File: src/rtl/bipi_control_fsm.sv
// BIPI sequential control unit: IDLE/EXEC/WAIT/HALT sequencer with RAM-read wait states.
// Optional retired-instruction counter enabled by defining BIPI_INSTR_COUNTER_EN.
module bipi_control_fsm #(
  parameter int OPCODE_LENGTH = 5,
  parameter int RAM_LATENCY   = 1,
  parameter int COUNT_WIDTH   = 16
) (
  input  logic                     i_clock,
  input  logic                     i_reset,
  input  logic                     i_start,
  input  logic [OPCODE_LENGTH-1:0] i_opcode,
  input  logic                     i_acc_zero,
  output logic                     o_wrPC,
  output logic                     o_selPC,
  output logic                     o_wrACC,
  output logic [1:0]               o_selA,
  output logic                     o_selB,
  output logic [OPCODE_LENGTH-1:0] o_opcode,
  output logic                     o_wrRAM,
  output logic                     o_rdRAM,
  output logic                     o_busy,
  output logic                     o_halted,
  output logic                     o_illegal,
  output logic [COUNT_WIDTH-1:0]   o_instr_count
);

  typedef enum logic [1:0] {IDLE, EXEC, WAIT, HALT} state_t;

  localparam logic [3:0] LATENCY = 4'(RAM_LATENCY);

  localparam logic [OPCODE_LENGTH-1:0] OP_HALT = OPCODE_LENGTH'(0);
  localparam logic [OPCODE_LENGTH-1:0] OP_STO  = OPCODE_LENGTH'(1);
  localparam logic [OPCODE_LENGTH-1:0] OP_LD   = OPCODE_LENGTH'(2);
  localparam logic [OPCODE_LENGTH-1:0] OP_LDI  = OPCODE_LENGTH'(3);
  localparam logic [OPCODE_LENGTH-1:0] OP_ADD  = OPCODE_LENGTH'(4);
  localparam logic [OPCODE_LENGTH-1:0] OP_ADDI = OPCODE_LENGTH'(5);
  localparam logic [OPCODE_LENGTH-1:0] OP_SUB  = OPCODE_LENGTH'(6);
  localparam logic [OPCODE_LENGTH-1:0] OP_SUBI = OPCODE_LENGTH'(7);
  localparam logic [OPCODE_LENGTH-1:0] OP_AND  = OPCODE_LENGTH'(8);
  localparam logic [OPCODE_LENGTH-1:0] OP_ANDI = OPCODE_LENGTH'(9);
  localparam logic [OPCODE_LENGTH-1:0] OP_OR   = OPCODE_LENGTH'(10);
  localparam logic [OPCODE_LENGTH-1:0] OP_ORI  = OPCODE_LENGTH'(11);
  localparam logic [OPCODE_LENGTH-1:0] OP_XOR  = OPCODE_LENGTH'(12);
  localparam logic [OPCODE_LENGTH-1:0] OP_XORI = OPCODE_LENGTH'(13);
  localparam logic [OPCODE_LENGTH-1:0] OP_SHLI = OPCODE_LENGTH'(14);
  localparam logic [OPCODE_LENGTH-1:0] OP_SHRI = OPCODE_LENGTH'(15);
  localparam logic [OPCODE_LENGTH-1:0] OP_BEQ  = OPCODE_LENGTH'(16);
  localparam logic [OPCODE_LENGTH-1:0] OP_BNE  = OPCODE_LENGTH'(17);
  localparam logic [OPCODE_LENGTH-1:0] OP_JMP  = OPCODE_LENGTH'(18);

  localparam logic [1:0] SEL_RAM = 2'd0;
  localparam logic [1:0] SEL_IMM = 2'd1;
  localparam logic [1:0] SEL_ALU = 2'd2;

  state_t     state;
  logic [3:0] waitCnt;
  logic       illegalQ;
  logic       active;
  logic       lastCycle;
  logic       isHalt;
  logic       isIllegal;
  logic       isRamRead;

  assign active    = (state == EXEC) || (state == WAIT);
  // A RAM read retires in EXEC only when no wait states are configured.
  assign lastCycle = (state == WAIT) ? (waitCnt == 4'd1) : (LATENCY == 4'd0);

  always_comb begin
    o_wrPC    = 1'b0;
    o_selPC   = 1'b0;
    o_wrACC   = 1'b0;
    o_selA    = SEL_RAM;
    o_selB    = 1'b0;
    o_wrRAM   = 1'b0;
    o_rdRAM   = 1'b0;
    o_opcode  = '0;
    isHalt    = 1'b0;
    isIllegal = 1'b0;
    isRamRead = 1'b0;
    if (active) begin
      o_opcode = i_opcode;
      case (i_opcode)
        OP_HALT: isHalt = 1'b1;
        OP_STO: begin
          o_wrPC  = 1'b1;
          o_wrRAM = 1'b1;
        end
        OP_LD: begin
          isRamRead = 1'b1;
          o_rdRAM   = 1'b1;
          o_selA    = SEL_RAM;
          o_wrACC   = lastCycle;
          o_wrPC    = lastCycle;
        end
        OP_LDI: begin
          o_wrPC  = 1'b1;
          o_wrACC = 1'b1;
          o_selA  = SEL_IMM;
        end
        OP_ADD, OP_SUB, OP_AND, OP_OR, OP_XOR: begin
          isRamRead = 1'b1;
          o_rdRAM   = 1'b1;
          o_selA    = SEL_ALU;
          o_selB    = 1'b0;
          o_wrACC   = lastCycle;
          o_wrPC    = lastCycle;
        end
        OP_ADDI, OP_SUBI, OP_ANDI, OP_ORI, OP_XORI, OP_SHLI, OP_SHRI: begin
          o_selA  = SEL_ALU;
          o_selB  = 1'b1;
          o_wrACC = 1'b1;
          o_wrPC  = 1'b1;
        end
        OP_BEQ: begin
          o_wrPC  = 1'b1;
          o_selPC = i_acc_zero;
        end
        OP_BNE: begin
          o_wrPC  = 1'b1;
          o_selPC = !i_acc_zero;
        end
        OP_JMP: begin
          o_wrPC  = 1'b1;
          o_selPC = 1'b1;
        end
        default: isIllegal = 1'b1;
      endcase
    end
  end

  always_ff @(posedge i_clock or negedge i_reset) begin
    if (!i_reset) begin
      state    <= IDLE;
      waitCnt  <= 4'd0;
      illegalQ <= 1'b0;
    end else begin
      case (state)
        IDLE: if (i_start) state <= EXEC;
        EXEC: begin
          if (isHalt) begin
            state <= HALT;
          end else if (isIllegal) begin
            state    <= HALT;
            illegalQ <= 1'b1;
          end else if (isRamRead && (LATENCY != 4'd0)) begin
            waitCnt <= LATENCY;
            state   <= WAIT;
          end
        end
        WAIT: begin
          waitCnt <= waitCnt - 4'd1;
          if (waitCnt == 4'd1) state <= EXEC;
        end
        HALT: state <= HALT;
        default: state <= IDLE;
      endcase
    end
  end

  assign o_busy    = active;
  assign o_halted  = (state == HALT);
  assign o_illegal = illegalQ;

`ifdef BIPI_INSTR_COUNTER_EN
  logic [COUNT_WIDTH-1:0] instrCount;

  always_ff @(posedge i_clock or negedge i_reset) begin
    if (!i_reset)    instrCount <= '0;
    else if (o_wrPC) instrCount <= instrCount + COUNT_WIDTH'(1);
  end

  assign o_instr_count = instrCount;
`else
  assign o_instr_count = '0;
`endif

endmodule

File: config.mk
export PLATFORM = sky130hd
export DESIGN_NAME = bipi_control_fsm
export DESIGN_NICKNAME = d
export VERILOG_FILES = /design/src/rtl/bipi_control_fsm.sv
export SDC_FILE = /design/constraint.sdc
export NUM_CORES = 1
export LEC_CHECK = 0
export BUFFER_PORTS_ARGS = -buffer_cell sky130_fd_sc_hd__buf_2
export CAP_MARGIN = 15
export CORE_ASPECT_RATIO = 1.2
export CORE_UTILIZATION = 45
export CTS_CLUSTER_DIAMETER = 100
export DETAILED_ROUTE_END_ITERATION = 12
export PLACE_DENSITY_LB_ADDON = 0.3
export SETUP_SLACK_MARGIN = 0.4
export SYNTH_ARGS = -nofsm -noshare
export SYNTH_HDL_FRONTEND = slang
export SYNTH_SLANG_ARGS = --single-unit
File: constraint.sdc
create_clock -name i_clock -period 2.2 [get_ports i_clock]
set_clock_uncertainty 0.15 [all_clocks]
set_input_delay 0.44 -clock i_clock [delete_from_list [all_inputs] [get_ports i_clock]]
set_output_delay 0.44 -clock i_clock [all_outputs]
set_load 0.02 [all_outputs]
* After elaboration in Yosys (flattened, before gate mapping)
Cells that the tools add are included.
Word-level totals: flip-flop bits (word level) 7, input bits 9, word-level logic and storage cells 77
Cells by class: $add $sub $neg 1, equal/unequal tests 28, multiplexer cells 30, bitwise gates (word level) 1, reduce and logical (&&, ||, !) cells 14
Operators by type and width (count):
- == test 5 x 4 -> 1 bit, second input constant | 8
- OR reduction 12 bit | 2
- == test 5 x 3 -> 1 bit, second input constant | 4
- OR reduction 19 bit | 1
- == test 5 bit, second input constant | 3
- two-way mux 1 bit | 14
- two-way mux 2 bit | 6
- two-way mux 4 bit | 3
- == test 5 x 2 -> 1 bit, second input constant | 2
- != test 2 bit, second input constant | 4
- case mux 2 bit (4 select lines) | 1
- case mux 4 bit (2 select lines) | 1
- OR reduction 8 bit | 1
- OR reduction 7 bit | 1
- AND reduction 3 bit | 2
- OR reduction 6 bit | 1
- == test 5 x 1 -> 1 bit, second input constant | 1
- logical NOT 5 bit | 1
- two-way mux 5 bit | 1
- == test 2 bit, second input constant | 2
- == test 4 x 1 -> 1 bit, second input constant | 1
- != test 4 bit, second input constant | 1
- case mux 1 bit (2 select lines) | 2
- case mux 2 bit (2 select lines) | 1
- other kinds (10) | 10

* Depth between registers and ports, before layout
word-level depth 8, gate-level depth with buffers 7, gate-level depth less buffers 7

* Worst setup path after synthesis
No wires, ideal clock.
kind reg2out, start point register state[0], end point output port o_wrPC, arrival time 2.043 ns, data required time 1.610 ns, setup slack -0.433 ns, stages on the path, launching flop included 7, cells stage by stage dfrtp_1 inv_1 ha_1 nor3b_4 nand3_1 o22ai_1 o21bai_1
Between the ends: elaborated cells on any way between the ends 6, classes of those cells eq/ne: 2; mux: 3; reduce/logical: 1
RTL lines:
- from (decl) | RTL line 55 | state_t state;
- from (signal assigned) | RTL line 133 | state <= IDLE;
- from (signal assigned) | RTL line 138 | IDLE: if (i_start) state <= EXEC;
- from (signal assigned) | RTL line 141 | state <= HALT;
- == test 2 x 1 -> 1 bit or == test 2 bit (tied branches) | RTL line 64 | assign active = (state == EXEC) || (state == WAIT);
- logical OR 1 bit * | RTL line 64
- via o_busy | RTL line 21 | output logic o_busy,
- two-way mux 1 bit * | RTL line 80 | if (active) begin
- to (decl) | RTL line 13 | output logic o_wrPC,
The timed path passes the listed nets; every way through them passes the cells marked *.

* Final worst setup path
start point register state[1], end point output port o_wrPC
Between the ends: word-level cells in the longest chain between the ends 4, elaborated cells on any way between the ends 6, classes of those cells eq/ne: 2; mux: 3; reduce/logical: 1
RTL lines:
- == test 2 bit | RTL line 64, 66
- two-way mux 1 bit | RTL line 66 | assign lastCycle = (state == WAIT) ? (waitCnt == 4'd1) : (LATENCY == 4'd0);
- case mux 1 bit (2 select lines) | RTL line 82 | case (i_opcode)
- two-way mux 1 bit * | RTL line 80
Mark *: on every way between the ends. The rest lies on a longest branch, timed or not.

==> metrics <==
Synth Register Bits 7; CTS buffer count 3; post-place setup slack 0.0842 ns; Critical Path End Type output port; CP startpoint kind flip-flop; failing checks setup timing; CTS tree built; DR iter-0 viols 19; Final nets 155; async set-reset flop share out of synthesis 1.00; Data required, critical path 1.61 ns; synthesized instance count 101; Synthesis Warnings 0; RSZ-0062 raised after global routing yes; syn_area_per_cell between 8 and 9 µm²; crit path DAT 1.66 ns; Layout area overhead 44.7%; EDFF count, synth 0; Final Util 0.704; CP top delay family flip-flops; # diodes 0; I/O pin count 41; port bufs 24; Fillers 131; DRT antenna net count 0; routed len/inst 12.4 µm; min setup slack post-route -0.0507 ns; clk root buf clkbuf_4; GR Util All Layers 0.229; max-cap violation count 0; pwr dens approximately 570 nW/µm²; Routability Congestion about 0.75; sequential share of the synthesized area 0.217; Rows 16; DIE AREA about 2000 µm²; commonest non-fill, non-tap cell in the layout conb_1; final slew viol count 0; Final Hold Fails 0; crit path kind flip-flop to output port; M3 GR Usage 0.0229; Design Power 0.662 mW; post-DP HPWL 1490 µm; global-route wire length before repair 3200 µm; met2 usage 0.376; most frequent cells in the layout conb_1 (16), buf_2 (15), buf_4 (12); final period utilization 1.02; die height 48.4 µm; clock buffer depth 2; Starting Density 0.486; fmax approximately 440 MHz; Largest stage delay, worst path 0.36 ns; Setup-failing EPs final 4; Core ar. 1660 µm²; clock period minus final worst setup slack 2.25 ns; met1 Use GR 0.274; final wirelength 1950 µm; largest net degree at the start of global routing 10; status finished with violations; Vias/cell ~5.3; Residual DRC 0; # H-tree levels 1; number of global-route vias before repair roughly 770; initial antenna violation count 0; chip width 40.7 µm; crit-path max FO 4; ys flop type dfrtp_1; Mapped Area 808 µm²; maximum VDD drop 0.260 mV; Lkg Pwr 0.592 nW; register clock-pin slew on the reported worst setup and hold paths 0.06 ns; worst skew pair latency 0.25 ns; share of cells above drive strength 1 0.475; crit-path cells inv_2 > ha_4 > nor3b_4 > nand3_2 > o22ai_4 > o21bai_4 > buf_6; worst path bufs/invs 2; Pre-antenna DRT Iters 4; total gr overflow 0; Hold Crit Class flip-flop to flip-flop; CTS sink cnt 7; most used routing layer met2; vias about 830; Synth cell types 39; CP max-delay cell dfrtp_1
[path summary, 6_finish.rpt]
path	start	end	slack (ns)	depth (start not counted)
setup / recovery	state[1]$_DFFE_PN0P_	o_wrPC	-0.05	7
hold / removal	o_illegal$_DFFE_PN0P_	o_illegal$_DFFE_PN0P_	0.31	1
setup reg to reg	state[1]$_DFFE_PN0P_	waitCnt[2]$_DFFE_PN0P_	0.12	9
hold reg to reg	o_illegal$_DFFE_PN0P_	o_illegal$_DFFE_PN0P_	0.31	1
max in group asynchronous	i_reset	waitCnt[2]$_DFFE_PN0P_	1.34	2
min in group asynchronous	i_reset	waitCnt[3]$_DFFE_PN0P_	0.40	2
[layer usage]
layer,up-vias,part of all wire,wire length [µm]
li1,392,-,-
met1,401,0.40,775
met2,36,0.54,1050
met3,4,0.040,78
met4,0,0.022,43
met5,-,0,0
[metrics by stage]
stage | std cells | hold WS (ns) | TNS (ns) | instance area [µm²]
floorplan | 116 | -0.00559 | 0 | 937
global placement | 143 | 0.134 | 0 | 970
global route | 157 | 0.334 | -0.716 | 1170
detailed placement | 143 | 0.138 | 0 | 970
finish | 157 | 0.315 | -0.114 | 1170
CTS | 152 | 0.321 | -0.0991 | 1100
[timing repair]
action	in CTS	in global routing
pin swaps	3	2
gates resized for setup	21	10
setup buffers	4	5
endpoints found under the hold margin	7	0
cloned	0	0
setup endpoints to repair	16	21
hold buffers	1	0
[report_power, final]
group | internal [mW] | leakage (nW) | switching, mW | total (mW)
registers | 0.150 | 0.0812 | 0.0175 | 0.168
clock network | 0.0694 | 0.0150 | 0.0500 | 0.119
logic | 0.175 | 0.496 | 0.199 | 0.374
total | 0.395 | 0.592 | 0.266 | 0.662
[cells by family after synthesis]
family / count (synthesis) / synth area share
AOI/OAI and AO/OA: 25 / 0.235
and+or+nand+nor: 32 / 0.220
xor gates and xnor gates: 1 / 0.0108
other: 1 / 0.00464
DFF: 7 / 0.217
buffers and inverters: 29 / 0.220
adders and majority gates: 6 / 0.0929
[cell type report]
| type | count | area [µm²] | area share |
|---|---|---|---|
| Inverter | 10 | 40.0 | 0.0342 |
| Multi-Input combinational cell | 80 | 618 | 0.528 |
| Clock buffer | 4 | 26.3 | 0.0225 |
| Timing Repair Buffer | 38 | 288 | 0.246 |
| Sequential cell | 7 | 175 | 0.150 |
| Tap cell | 18 | 22.5 | 0.0193 |
[cells in the mapped netlist, drive strengths merged (2+ instances only)]
master / instances / area (µm²)
a21oi: 3 / 15.0
a2bb2oi: 2 / 17.5
a31o: 2 / 17.5
a31oi: 3 / 25.0
and2: 4 / 25.0
buf: 18 / 136
dfrtp: 7 / 175
ha: 6 / 75.1
inv: 10 / 37.5
nand2: 6 / 22.5
nand3: 3 / 15.0
nor2: 6 / 22.5
nor2b: 2 / 12.5
nor3: 6 / 30.0
nor3b: 2 / 26.3
o21a: 2 / 15.0
o21ai: 4 / 23.8
[flip-flops by register name (all words and copies together), names as in the netlist]
register / cells
waitCnt: 4
o_illegal: 1
state: 2
No activity file was read; power rests on OpenSTA's default activity.
